File: src/rtl/logic_op_arbiter.sv
// Two-requester arbiter sharing one bitwise logic unit. Round-robin on contention,
// one operation in flight, result held in a registered response slot until taken.
module logic_op_arbiter #(
  parameter int WIDTH = 8
) (
  input  logic             clk,
  input  logic             rst_n,
  input  logic             req0_valid,
  output logic             req0_ready,
  input  logic [2:0]       req0_op,
  input  logic [WIDTH-1:0] req0_a,
  input  logic [WIDTH-1:0] req0_b,
  input  logic             req1_valid,
  output logic             req1_ready,
  input  logic [2:0]       req1_op,
  input  logic [WIDTH-1:0] req1_a,
  input  logic [WIDTH-1:0] req1_b,
  output logic             rsp_valid,
  input  logic             rsp_ready,
  output logic             rsp_id,
  output logic [WIDTH-1:0] rsp_data,
  output logic             busy,
  output logic [1:0]       dbg_state
);

  typedef enum logic [1:0] {
    IDLE = 2'd0,
    EXEC = 2'd1,
    RESP = 2'd2
  } state_t;

  state_t           state;
  logic             ptr;
  logic             id_q;
  logic [2:0]       op_q;
  logic [WIDTH-1:0] a_q;
  logic [WIDTH-1:0] b_q;
  logic [WIDTH-1:0] result;

  assign dbg_state = state;

  // Handshake: a requester transfers on a rising edge where its valid and ready
  // are both high. ready is combinational, only in IDLE, and at most one is high.
  always_comb begin
    req0_ready = 1'b0;
    req1_ready = 1'b0;
    if (rst_n && state == IDLE) begin
      req0_ready = req0_valid && (!req1_valid || !ptr);
      req1_ready = req1_valid && (!req0_valid ||  ptr);
    end
  end

  always_comb begin
    result = '0;
    case (op_q)
      3'd0: result = a_q & b_q;
      3'd1: result = a_q | b_q;
      3'd2: result = a_q ^ b_q;
      3'd3: result = ~(a_q ^ b_q);
      3'd4: result = ~(a_q & b_q);
      3'd5: result = ~(a_q | b_q);
      3'd6: result = ~a_q;
      3'd7: result = ~b_q;
      default: result = '0;
    endcase
  end

  always_ff @(posedge clk or negedge rst_n) begin
    if (!rst_n) begin
      state     <= IDLE;
      ptr       <= 1'b0;
      id_q      <= 1'b0;
      op_q      <= '0;
      a_q       <= '0;
      b_q       <= '0;
      rsp_valid <= 1'b0;
      rsp_id    <= 1'b0;
      rsp_data  <= '0;
      busy      <= 1'b0;
    end else begin
      case (state)
        IDLE: begin
          if (req0_ready) begin
            op_q  <= req0_op;
            a_q   <= req0_a;
            b_q   <= req0_b;
            id_q  <= 1'b0;
            ptr   <= 1'b1;
            busy  <= 1'b1;
            state <= EXEC;
          end else if (req1_ready) begin
            op_q  <= req1_op;
            a_q   <= req1_a;
            b_q   <= req1_b;
            id_q  <= 1'b1;
            ptr   <= 1'b0;
            busy  <= 1'b1;
            state <= EXEC;
          end
        end
        EXEC: begin
          rsp_data  <= result;
          rsp_id    <= id_q;
          rsp_valid <= 1'b1;
          state     <= RESP;
        end
        RESP: begin
          if (rsp_ready) begin
            rsp_valid <= 1'b0;
            busy      <= 1'b0;
            state     <= IDLE;
          end
        end
        default: begin
          rsp_valid <= 1'b0;
          busy      <= 1'b0;
          state     <= IDLE;
        end
      endcase
    end
  end

endmodule

File: config.mk
export PLATFORM = sky130hd
export DESIGN_NAME = logic_op_arbiter
export DESIGN_NICKNAME = d
export VERILOG_FILES = /design/src/rtl/logic_op_arbiter.sv
export SDC_FILE = /design/constraint.sdc
export NUM_CORES = 1
export LEC_CHECK = 0
export BUFFER_PORTS_ARGS = -buffer_cell sky130_fd_sc_hd__buf_2
export CAP_MARGIN = 0
export CORE_MARGIN = 1
export CORE_UTILIZATION = 40
export DETAILED_ROUTE_END_ITERATION = 10
export HOLD_SLACK_MARGIN = 0.03
export PLACE_DENSITY = 0.67
export SYNTH_ARGS = -nofsm -noshare
export SYNTH_HDL_FRONTEND = slang
export SYNTH_SLANG_ARGS = --single-unit
File: constraint.sdc
create_clock -name clk -period 2.6 [get_ports clk]
set_input_delay 0.13 -clock clk [delete_from_list [all_inputs] [get_ports clk]]
set_output_delay 0.13 -clock clk [all_outputs]
set_load 0.05 [all_outputs]
==> key figures, run 1 <==
Floorplanning
  – Core ar.: 5240 um^2
  – Initial Util: 0.425
  – # IOs: 58
  – Die span in x: 76.6 um
  – Die area: 5860 um^2
  – Row count: 26
  – Die extent in y: 76.6 um

Pwr
  – Logic pwr share: 0.527
  – Power Density: 1240 nW/um^2
  – Clk pwr share: 0.148
  – Sw power: 1540 uW
  – Peak supply drop: 570 uV
  – Sw Share: 0.465
  – Internal Power: 1780 uW
  – LEAKAGE: 0.00128 uW
  – Register share of total power: 0.324

Global route
  – Gr usage total: 0.201
  – Largest net degree at the start of global routing: 35
  – Global route overflow: 0
  – First-pass GRT wire length: 9290 um
  – Initial antenna violation count: 0
  – Vias in the first global route: 2,035

Clock tree
  – Clk_lat worst skew: 290 ps
  – CTS buffer count: 5
  – Clock transition at the registers of the reported paths: 70 ps
  – Max H-tree Level: 2
  – Clock root buffer: clkbuf_8
  – CTS sink count: 34
  – Post CTS Setup Buffer Count: 0
  – CTS tree: built
  – Clk buf depth: 2

Critical path
  – R2R setup slack: 700 ps
  – Worst Setup End Kind: flip-flop
  – Startpoint types: flip-flop
  – CP arrival: 2070 ps
  – CP Data Required Time: 2770 ps
  – Worst Path Class, Setup: flip-flop to flip-flop
  – CP max FO: 24

Hold path
  – Hold Crit Class: input pin to flip-flop

Synthesis
  – Biggest area consumer among synthesized cells: dfrtp_1
  – Share of the synthesized area in the top cell type: 0.382
  – Syn nets: 299
  – Post-Syn Area per Cell: 9.27 um^2
  – Distinct cells, synth: 34
  – Leading cell types by count after synthesis: 34 x dfrtp_1, 26 x o21ai_0, 20 x nand2_1
  – Mapped Area: 2220 um^2
  – Post-synth top flop: dfrtp_1
  – Post-synth EDFFs: 0
  – Synthesized instance count: 240
  – Post-synthesis async set-or-reset flop share: 1.00
  – Sequential share of the synthesized area: 0.382
  – YS warnings: 0
  – Yosys reg bits: 34
  – Main area contributors after synthesis: dfrtp_1 38%, ha_1 9.0%, o21ai_0 5.8%
  – Most common cell in the synthesized netlist: dfrtp_1

Finish
  – Area of the multi-input gates: 1200 um^2
  – FF+latch area: 851 um^2
  – FILL cells: 492
  – Post-layout util: 0.511
  – NumNets Final: 355
  – Share of cells above drive strength 1: 0.269
  – Area grow syn2layout: 20.3%
  – Ant diodes: 0

Detailed routing
  – Drt drc: 0
  – Via count: 1,951
  – Via density: 5.32
  – Post-route ant nets: 0
  – Drt first pass iters: 4
  – Iteration-0 DRC Markers: 82
  – Detailed Route WL: 5380 um
  – Wire per inst: 14.7 um

STA
  – WHS: 36.6 ps
  – Period minus WS final: 1900 ps
  – Normalized max-slew margin: 0.475
  – Final period util: 0.732
  – Highest Clock Rate: 0.526 GHz
  – Slew @ Worst Pin: 788 ps
  – Unrepaired setup endpoints after global routing: false
  – Final setup violation count: 0
  – Setup TNS: 0 ps
  – Final Hold Viols: 0
  – Worst clock skew: 8.31 ps
  – Max-slew violations: 0

Outcome
  – Status: complete, no violations

Place
  – RD Place Congestion: 0.832
  – Post-DP HPWL: 3790 um
  – IO Port Bufs: 57

Run
  – Max cap viols: 0
## stage by stage
stage	total power (uW)	std cells	cell area (um^2)	setup slack [ps]
finish	3320	367	2680	697
global route	3600	367	2680	553
CTS	3330	367	2680	689
detailed placement	2820	358	2560	748
global placement	2780	358	2560	781
floorplan	2410	240	2220	833
## power by group through the flow
stage	combinational [uW]	sequential [uW]	clock, uW
floorplan	1160	1260	0
global placement	1710	1070	0
detailed placement	1740	1080	0
CTS	1760	1070	501
global route	1960	1110	523
finish	1750	1080	492
## cells by family (layout without fill, tap and decap cells)
kind of cell | Yosys count | in the layout | synth area share
flops | 34 | 34 | 0.382
xor+xnor | 1 | 1 | 0.00394
compound gates | 83 | 83 | 0.228
mux | 18 | 18 | 0.0894
buf+inv | 36 | 93 | 0.0776
simple gates | 52 | 52 | 0.129
fa+ha+maj | 16 | 16 | 0.0900
## worst paths after layout
kind                                         start                       to  cells after the start
min in group asynchronous                    rst_n    rsp_valid$_DFFE_PN0P_                      3
min reg2reg                rsp_data[5]$_DFFE_PN0P_  rsp_data[5]$_DFFE_PN0P_                      2
min                                      req0_a[7]       a_q[7]$_DFFE_PN0P_                      3
max in group asynchronous                    rst_n       b_q[4]$_DFFE_PN0P_                      3
max                            op_q[1]$_DFFE_PN0P_  rsp_data[2]$_DFFE_PN0P_                      4
max reg2reg                    op_q[1]$_DFFE_PN0P_  rsp_data[2]$_DFFE_PN0P_                      4
## flip-flops by register name, summed over array words and instances, names as in the netlist
name       cells
ptr            1
rsp_id         1
rsp_data       8
op_q           3
busy           1
dbg_state      2
b_q            8
a_q            8
id_q           1
rsp_valid      1
## cell type report
class	instances	share of cell area
Tap cell	70	0.0327
Inverter	19	0.0266
Clock buffer	6	0.0271
Sequential cell	34	0.318
Clock inverter	2	0.0140
Timing Repair Buffer	66	0.133
Multi-Input combinational cell	170	0.449
## per-layer routing
layer,up-vias,track usage,share of wire
met2,61,0.340,0.45
met5,-,0,0
li1,966,-,-
met4,0,0.0692,0.014
met1,916,0.253,0.49
met3,8,0.0419,0.054
## critical path, stage by stage (launching register included)
cell and delay (ps):
dfrtp_1 680, or3_1 620, or3_1 350, o21ai_1 80, a21oi_1 60
## cell usage in the layout, fill, tap and decap left out, types with 2 or more instances in the layout
cell / netlist / routed
or3_1: 6 / 6
mux2i_1: 12 / 12
buf_2: 8 / 57
nand2b_1: 4 / 4
ha_1: 16 / 16
nor3b_1: 2 / 2
nor2b_1: 11 / 11
nor2_1: 3 / 3
inv_1: 19 / 19
nand2_1: 20 / 20
o21ai_1: 8 / 8
buf_4: 3 / 8
o221ai_1: 5 / 5
and3_1: 2 / 2
clkbuf_8: 0 / 5
o21ai_0: 26 / 26
a21oi_1: 14 / 14
dfrtp_1: 34 / 34
a31oi_1: 5 / 5
a211o_1: 2 / 2
a22oi_1: 15 / 15
mux2_2: 5 / 5
o21bai_1: 5 / 5
## repair_timing
action / in CTS / in global routing
endpoints found under the hold margin: 34 / 0
setup endpoints to repair: 0 / 0
hold buffers: 1 / 0
resized for setup: 0 / 0
(Power assumes the default switching activity.)
==> run 2: changes to the inputs <==
==> constraint.sdc (replaced) <==
create_clock -name clk -period 2 [get_ports clk]
set_input_delay 0.1 -clock clk [delete_from_list [all_inputs] [get_ports clk]]
set_output_delay 0.1 -clock clk [all_outputs]
set_load 0.05 [all_outputs]
==> key figures, run 2 (synthesis gave the netlist of run 1 again) <==
Outcome
  – Status: complete, no violations

Clock tree
  – Clock transition at the registers of the reported paths: 70 ps (about the same)
  – Clk_lat worst skew: 290 ps (about the same)
  – Post CTS Setup Buffer Count: 0 (unchanged)
  – CTS sink count: 34 (unchanged)
  – CTS buffer count: 5 (unchanged)
  – Cts repair resizes: 0 (unchanged)
  – Clock root buffer: clkbuf_8
  – Clk buf depth: 2 (unchanged)
  – Max H-tree Level: 2 (unchanged)
  – Hold Buf Count CTS: 4 (+3)
  – CTS tree: built

Global route
  – Vias in the first global route: 1,931 (-5.1%)
  – Global route overflow: 0 (unchanged)
  – Initial antenna violation count: 0 (unchanged)
  – Largest net degree at the start of global routing: 35 (unchanged)
  – First-pass GRT wire length: 9450 um (+1.8%)
  – Gr usage total: 0.203 (+0.00272)

Run
  – Max cap viols: 0 (unchanged)

STA
  – Setup TNS: 0 ps (unchanged)
  – Final Hold Viols: 0 (unchanged)
  – Max-slew violations: 0 (unchanged)
  – Period minus WS final: 1720 ps
  – Normalized max-slew margin: 0.640 (+0.165)
  – Setup ws final: 279 ps (-418 ps)
  – Worst clock skew: 5.22 ps (-3.09 ps)
  – Final period util: 0.860
  – Unrepaired setup endpoints after global routing: false
  – Slew @ Worst Pin: 540 ps (-248 ps)
  – Final setup violation count: 0 (unchanged)
  – Highest Clock Rate: 0.581 GHz

Critical path
  – Top delay family on crit path: simple AND/OR/NAND/NOR gates
  – CP Data Required Time: 1900 ps (-870 ps)
  – Critical Path Max Stage Delay: 450 ps (-230 ps)
  – Crit path cell chain: nor3b_2 > and3_1 > buf_2
  – CP arrival: 1620 ps (-450 ps)
  – CP Buf/Inv Count: 1 (+1)
  – CP max FO: 7 (-71%)
  – CP max stage cell: dfrtp_1
  – Capturing point of the worst reg2reg path: rsp_data[7]$_DFFE_PN0P_
  – R2R setup slack: 320 ps (-380 ps)
  – Startpoint types: flip-flop
  – Worst Path Class, Setup: flip-flop to primary output
  – Reg2reg path depth: 4 (unchanged)
  – Worst R2R Start: op_q[2]$_DFFE_PN0P_
  – Worst Setup End Kind: primary output

Place
  – Placed cells: 361 (+0.84%)
  – Post-DP HPWL: 3870 um (+2.1%)
  – RD Place Congestion: 0.800 (-3.9%)
  – IO Port Bufs: 57 (unchanged)
  – Placed cell areas: 2590 um^2 (+1.4%)
  – DP Worst Slack: 329 ps (-418 ps)

Finish
  – Commonest cells after routing, fill and taps aside: 57 x buf_2, 34 x dfrtp_1, 26 x o21ai_0
  – Finished Layout Cells: 373 (+1.6%)
  – Area grow syn2layout: 23.2%
  – Post-layout util: 0.523 (+0.0124)
  – FILL cells: 506 (+2.8%)
  – Most common cell after layout, fill and taps aside: buf_2
  – Final instance area: 2740 um^2 (+2.4%)
  – Share of cells above drive strength 1: 0.277 (+0.00787)
  – Ant diodes: 0 (unchanged)
  – NumNets Final: 361 (+1.7%)
  – Regs by FF count: a_q (8), b_q (8), rsp_data (8)

Hold path
  – Hold Path Depth: 3 (unchanged)
  – Hold Crit Class: input pin to flip-flop
  – Hold Crit Start: req1_a[5]
  – WHS Endpoint: a_q[5]$_DFFE_PN0P_

Floorplanning
  – Row count: 26 (unchanged)
  – Core ar.: 5240 um^2 (unchanged)
  – Die area: 5860 um^2 (unchanged)
  – Initial Util: 0.425 (unchanged)
  – Die extent in y: 76.6 um (unchanged)
  – Die span in x: 76.6 um (unchanged)
  – # IOs: 58 (unchanged)

Detailed routing
  – Post-route ant nets: 0 (unchanged)
  – Iteration-0 DRC Markers: 138 (+68%)
  – Via count: 1,994 (+2.2%)
  – Via density: 5.35 (+0.56%)
  – Wire per inst: 14.7 um (+0.42%)
  – Drt drc: 0 (unchanged)
  – Detailed Route WL: 5500 um (+2.1%)
  – Drt first pass iters: 4 (unchanged)

Pwr
  – Power Density: 1580 nW/um^2 (+28%)
  – Peak supply drop: 759 uV (+33%)
  – LEAKAGE: 0.00132 uW (+2.9%)
run 2: power breakdown:
group	switching, uW	leakage, uW	internal, uW
clock network	258	0.0000575	348
registers	297	0.000411	1010
logic	1460	0.000851	962
run 2: final cells by class:
class / instances / area, um^2 / area share
well taps: 70 / 87.6 / 0.0319
flip-flops and latches: 34 / 851 / 0.310
inverters: 19 / 71.3 / 0.0260
multi-input cells: 170 / 1200 / 0.438
repair buffers: 72 / 420 / 0.153
clock buffers: 8 / 110 / 0.0402
run 2: worst min-delay path, cell delays in order:
cell and delay, ps:
buf_2 80, a22oi_1 50, o21ai_0 60
run 2: how the worst max path moves through the flow:
stage                                  start                       to  slack (ps)  depth (start not counted)
finish              dbg_state[0]$_DFFE_PN0P_               req0_ready         280                          3
global route             op_q[2]$_DFFE_PN0P_  rsp_data[2]$_DFFE_PN0P_         180                          4
CTS                 dbg_state[0]$_DFFE_PN0P_               req0_ready         260                          3
detailed placement       op_q[2]$_DFFE_PN0P_  rsp_data[7]$_DFFE_PN0P_         330                          4
global placement         op_q[2]$_DFFE_PN0P_  rsp_data[6]$_DFFE_PN0P_         360                          4
floorplan           dbg_state[1]$_DFFE_PN0P_       a_q[7]$_DFFE_PN0P_         230                          5
run 2: layer usage:
layer,vias up,track usage,routed length [um]
met5,-,0,0
met4,0,0.0654,62
met1,945,0.282,2610
met2,63,0.313,2460
li1,981,-,-
met3,5,0.0455,359
run 2: stage by stage:
step / hold WS [ps] / total power (uW)
final: 30.1 / 4340
after global routing: 55.1 / 4710
after CTS: 34.0 / 4350
after detailed placement: 203 / 3720
after global placement: 202 / 3650
after floorplan: -196 / 3140
==> run 3: changes to the inputs <==
==> constraint.sdc (replaced) <==
create_clock -name clk -period 1.6 [get_ports clk]
set_input_delay 0.08 -clock clk [delete_from_list [all_inputs] [get_ports clk]]
set_output_delay 0.08 -clock clk [all_outputs]
set_load 0.05 [all_outputs]
==> key figures, run 3 (synthesis gave the netlist of run 1 again) <==
STA
  – Max-slew violations: 0 (unchanged)
  – Final setup violation count: 0 (unchanged)
  – Period minus WS final: 1590 ps
  – Slew @ Worst Pin: 442 ps (-97.8 ps)
  – Worst clock skew: 10.8 ps (+5.55 ps)
  – Highest Clock Rate: 0.629 GHz
  – Final Hold Viols: 0 (unchanged)
  – Unrepaired setup endpoints after global routing: true
  – Final period util: 0.994
  – WHS: 31.5 ps (+1.37 ps)
  – Setup TNS: 0 ps (unchanged)
  – Normalized max-slew margin: 0.706 (+0.0652)

Global route
  – First-pass GRT wire length: 9820 um (+3.9%)
  – Initial antenna violation count: 0 (unchanged)
  – Largest net degree at the start of global routing: 35 (unchanged)
  – Global route overflow: 0 (unchanged)
  – Vias in the first global route: 2,101 (+8.8%)
  – Gr usage total: 0.213 (+0.00943)

Place
  – IO Port Bufs: 57 (unchanged)
  – RD Place Congestion: 0.804 (+0.52%)
  – Post-DP HPWL: 3780 um (-2.3%)

Floorplanning
  – Die extent in y: 76.6 um (unchanged)
  – Die span in x: 76.6 um (unchanged)
  – Die area: 5860 um^2 (unchanged)
  – Core ar.: 5240 um^2 (unchanged)
  – Initial Util: 0.425 (unchanged)
  – Row count: 26 (unchanged)
  – # IOs: 58 (unchanged)

Critical path
  – Worst Setup End Kind: flip-flop
  – Critical Path Max Stage Delay: 460 ps (about the same)
  – CP arrival: 1780 ps (+160 ps)
  – CP max FO: 2 (-5)
  – Crit path cell chain: inv_2 > ha_4 > xor2_1 > mux4_2 > a22o_1
  – CP Data Required Time: 1790 ps (-110 ps)
  – Top delay family on crit path: multiplexers
  – Worst Path Class, Setup: flip-flop to flip-flop
  – CP Buf/Inv Count: 1 (unchanged)
  – CP max stage cell: mux4_2
  – Startpoint types: flip-flop

Clock tree
  – Max H-tree Level: 2 (unchanged)
  – Clock transition at the registers of the reported paths: 80 ps (about the same)
  – CTS sink count: 34 (unchanged)
  – CTS tree: built
  – Clock root buffer: clkbuf_8
  – CTS buffer count: 5 (unchanged)
  – Clk_lat worst skew: 300 ps (about the same)
  – Clk buf depth: 2 (unchanged)

Finish
  – NumNets Final: 394 (+9.1%)
  – Area grow syn2layout: 40.3%
  – Ant diodes: 0 (unchanged)
  – Most common cell after layout, fill and taps aside: buf_2
  – Regs by FF count: a_q (8), b_q (8), rsp_data (8)
  – Commonest cells after routing, fill and taps aside: 55 x buf_2, 32 x dfrtp_1, 25 x o21ai_0, 25 x dlygate4sd3_1, 20 x nand2_1
  – Share of cells above drive strength 1: 0.315 (+0.0382)

Detailed routing
  – Detailed Route WL: 5970 um (+8.7%)
  – Wire per inst: 14.7 um (-0.17%)
  – Via density: 5.27 (-1.4%)
  – Post-route ant nets: 0 (unchanged)
  – Via count: 2,141 (+7.4%)
  – Iteration-0 DRC Markers: 99 (-28%)
  – Drt first pass iters: 4 (unchanged)
  – Drt drc: 0 (unchanged)

Pwr
  – Peak supply drop: 932 uV (+23%)
  – Power Density: 1850 nW/um^2 (+17%)
  – LEAKAGE: 0.00146 uW (+11%)

Outcome
  – Status: complete, no violations

Hold path
  – Hold Crit Class: input pin to flip-flop

Run
  – Max cap viols: 0 (unchanged)
==> run 3: cell types whose count changed in the layout (fill, tap and decap cells not counted), moves of 2 or more <==
cell / change
dfrtp_2: +2
buf_4: +9
dlygate4sd3_1: +21
clkbuf_8: -3
dfrtp_1: -2
inv_2: +4
buf_6: +4
inv_1: -4
ha_1: -3
ha_4: +2
buf_2: -2
==> run 3: report_power, final <==
part	internal (uW)	switching (uW)	total [uW]	leakage (uW)
Sequential	1270	297	1560	0.000409
Combinational	1410	1980	3400	0.00100
Clock	465	345	810	0.0000514
Total	3140	2630	5770	0.00146
==> run 3: what timing repair did <==
action                                  CTS  global route
endpoints found under the hold margin    51             1
pin swaps                                 1             3
buffers inserted                          2             6
gates resized for setup                   6            11
hold buffers                             24             1
endpoints found under the setup margin    3            14
==> run 3: stage by stage <==
step | setup WS [ps] | utilization | total power (uW) | instance area, um^2 | instances
after floorplan | 48.5 | - | 3930 | 2230 | 240
after global placement | 55.7 | 0.502 | 4590 | 2630 | 366
after detailed placement | 8.76 | 0.502 | 4670 | 2630 | 366
after CTS | 12.7 | 0.575 | 5570 | 3010 | 399
after global routing | -62.2 | 0.596 | 6230 | 3120 | 406
final | 9.31 | 0.596 | 5770 | 3120 | 406
==> run 3: cell type report <==
cell class                 count  area, um^2
sequential                    34         853
inverter                      19        71.3
tap                           70        87.6
clock inverter                 2        37.5
timing repair buffer         105         753
fill                         449        2120
clock buffer                   6        72.6
multi-input combinational    170        1240
==> run 3: metal layers <==
metal,vias to the layer above,share of wire,GRT usage
met4,0,0.012,0.0750
met2,67,0.48,0.350
met1,1019,0.45,0.275
met5,-,0,0
li1,1046,-,-
met3,9,0.053,0.0467
==> run 3: final timing paths <==
check	from	end	slack, ps	cells past startpoint
max in group asynchronous	rst_n	dbg_state[0]$_DFFE_PN0P_	910	3
min in group asynchronous	rst_n	b_q[7]$_DFFE_PN0P_	360	3
min reg2reg	rsp_data[5]$_DFFE_PN0P_	rsp_data[5]$_DFFE_PN0P_	490	2
min	req0_b[2]	b_q[2]$_DFFE_PN0P_	30	3
max	b_q[0]$_DFFE_PN0P_	rsp_data[0]$_DFFE_PN0P_	9	5
max reg2reg	b_q[0]$_DFFE_PN0P_	rsp_data[0]$_DFFE_PN0P_	9	5
==> run 3: worst reg2reg max path, delay by kind of cell (launching register included) <==
family                   cells  cell delay (ps)
multiplexers                 1              460
flip-flops                   1              400
AO/OA/AOI/OAI                1              210
adder cells (fa/ha/maj)      1              200
XOR/XNOR                     1              140
buffers and inverters        1               90
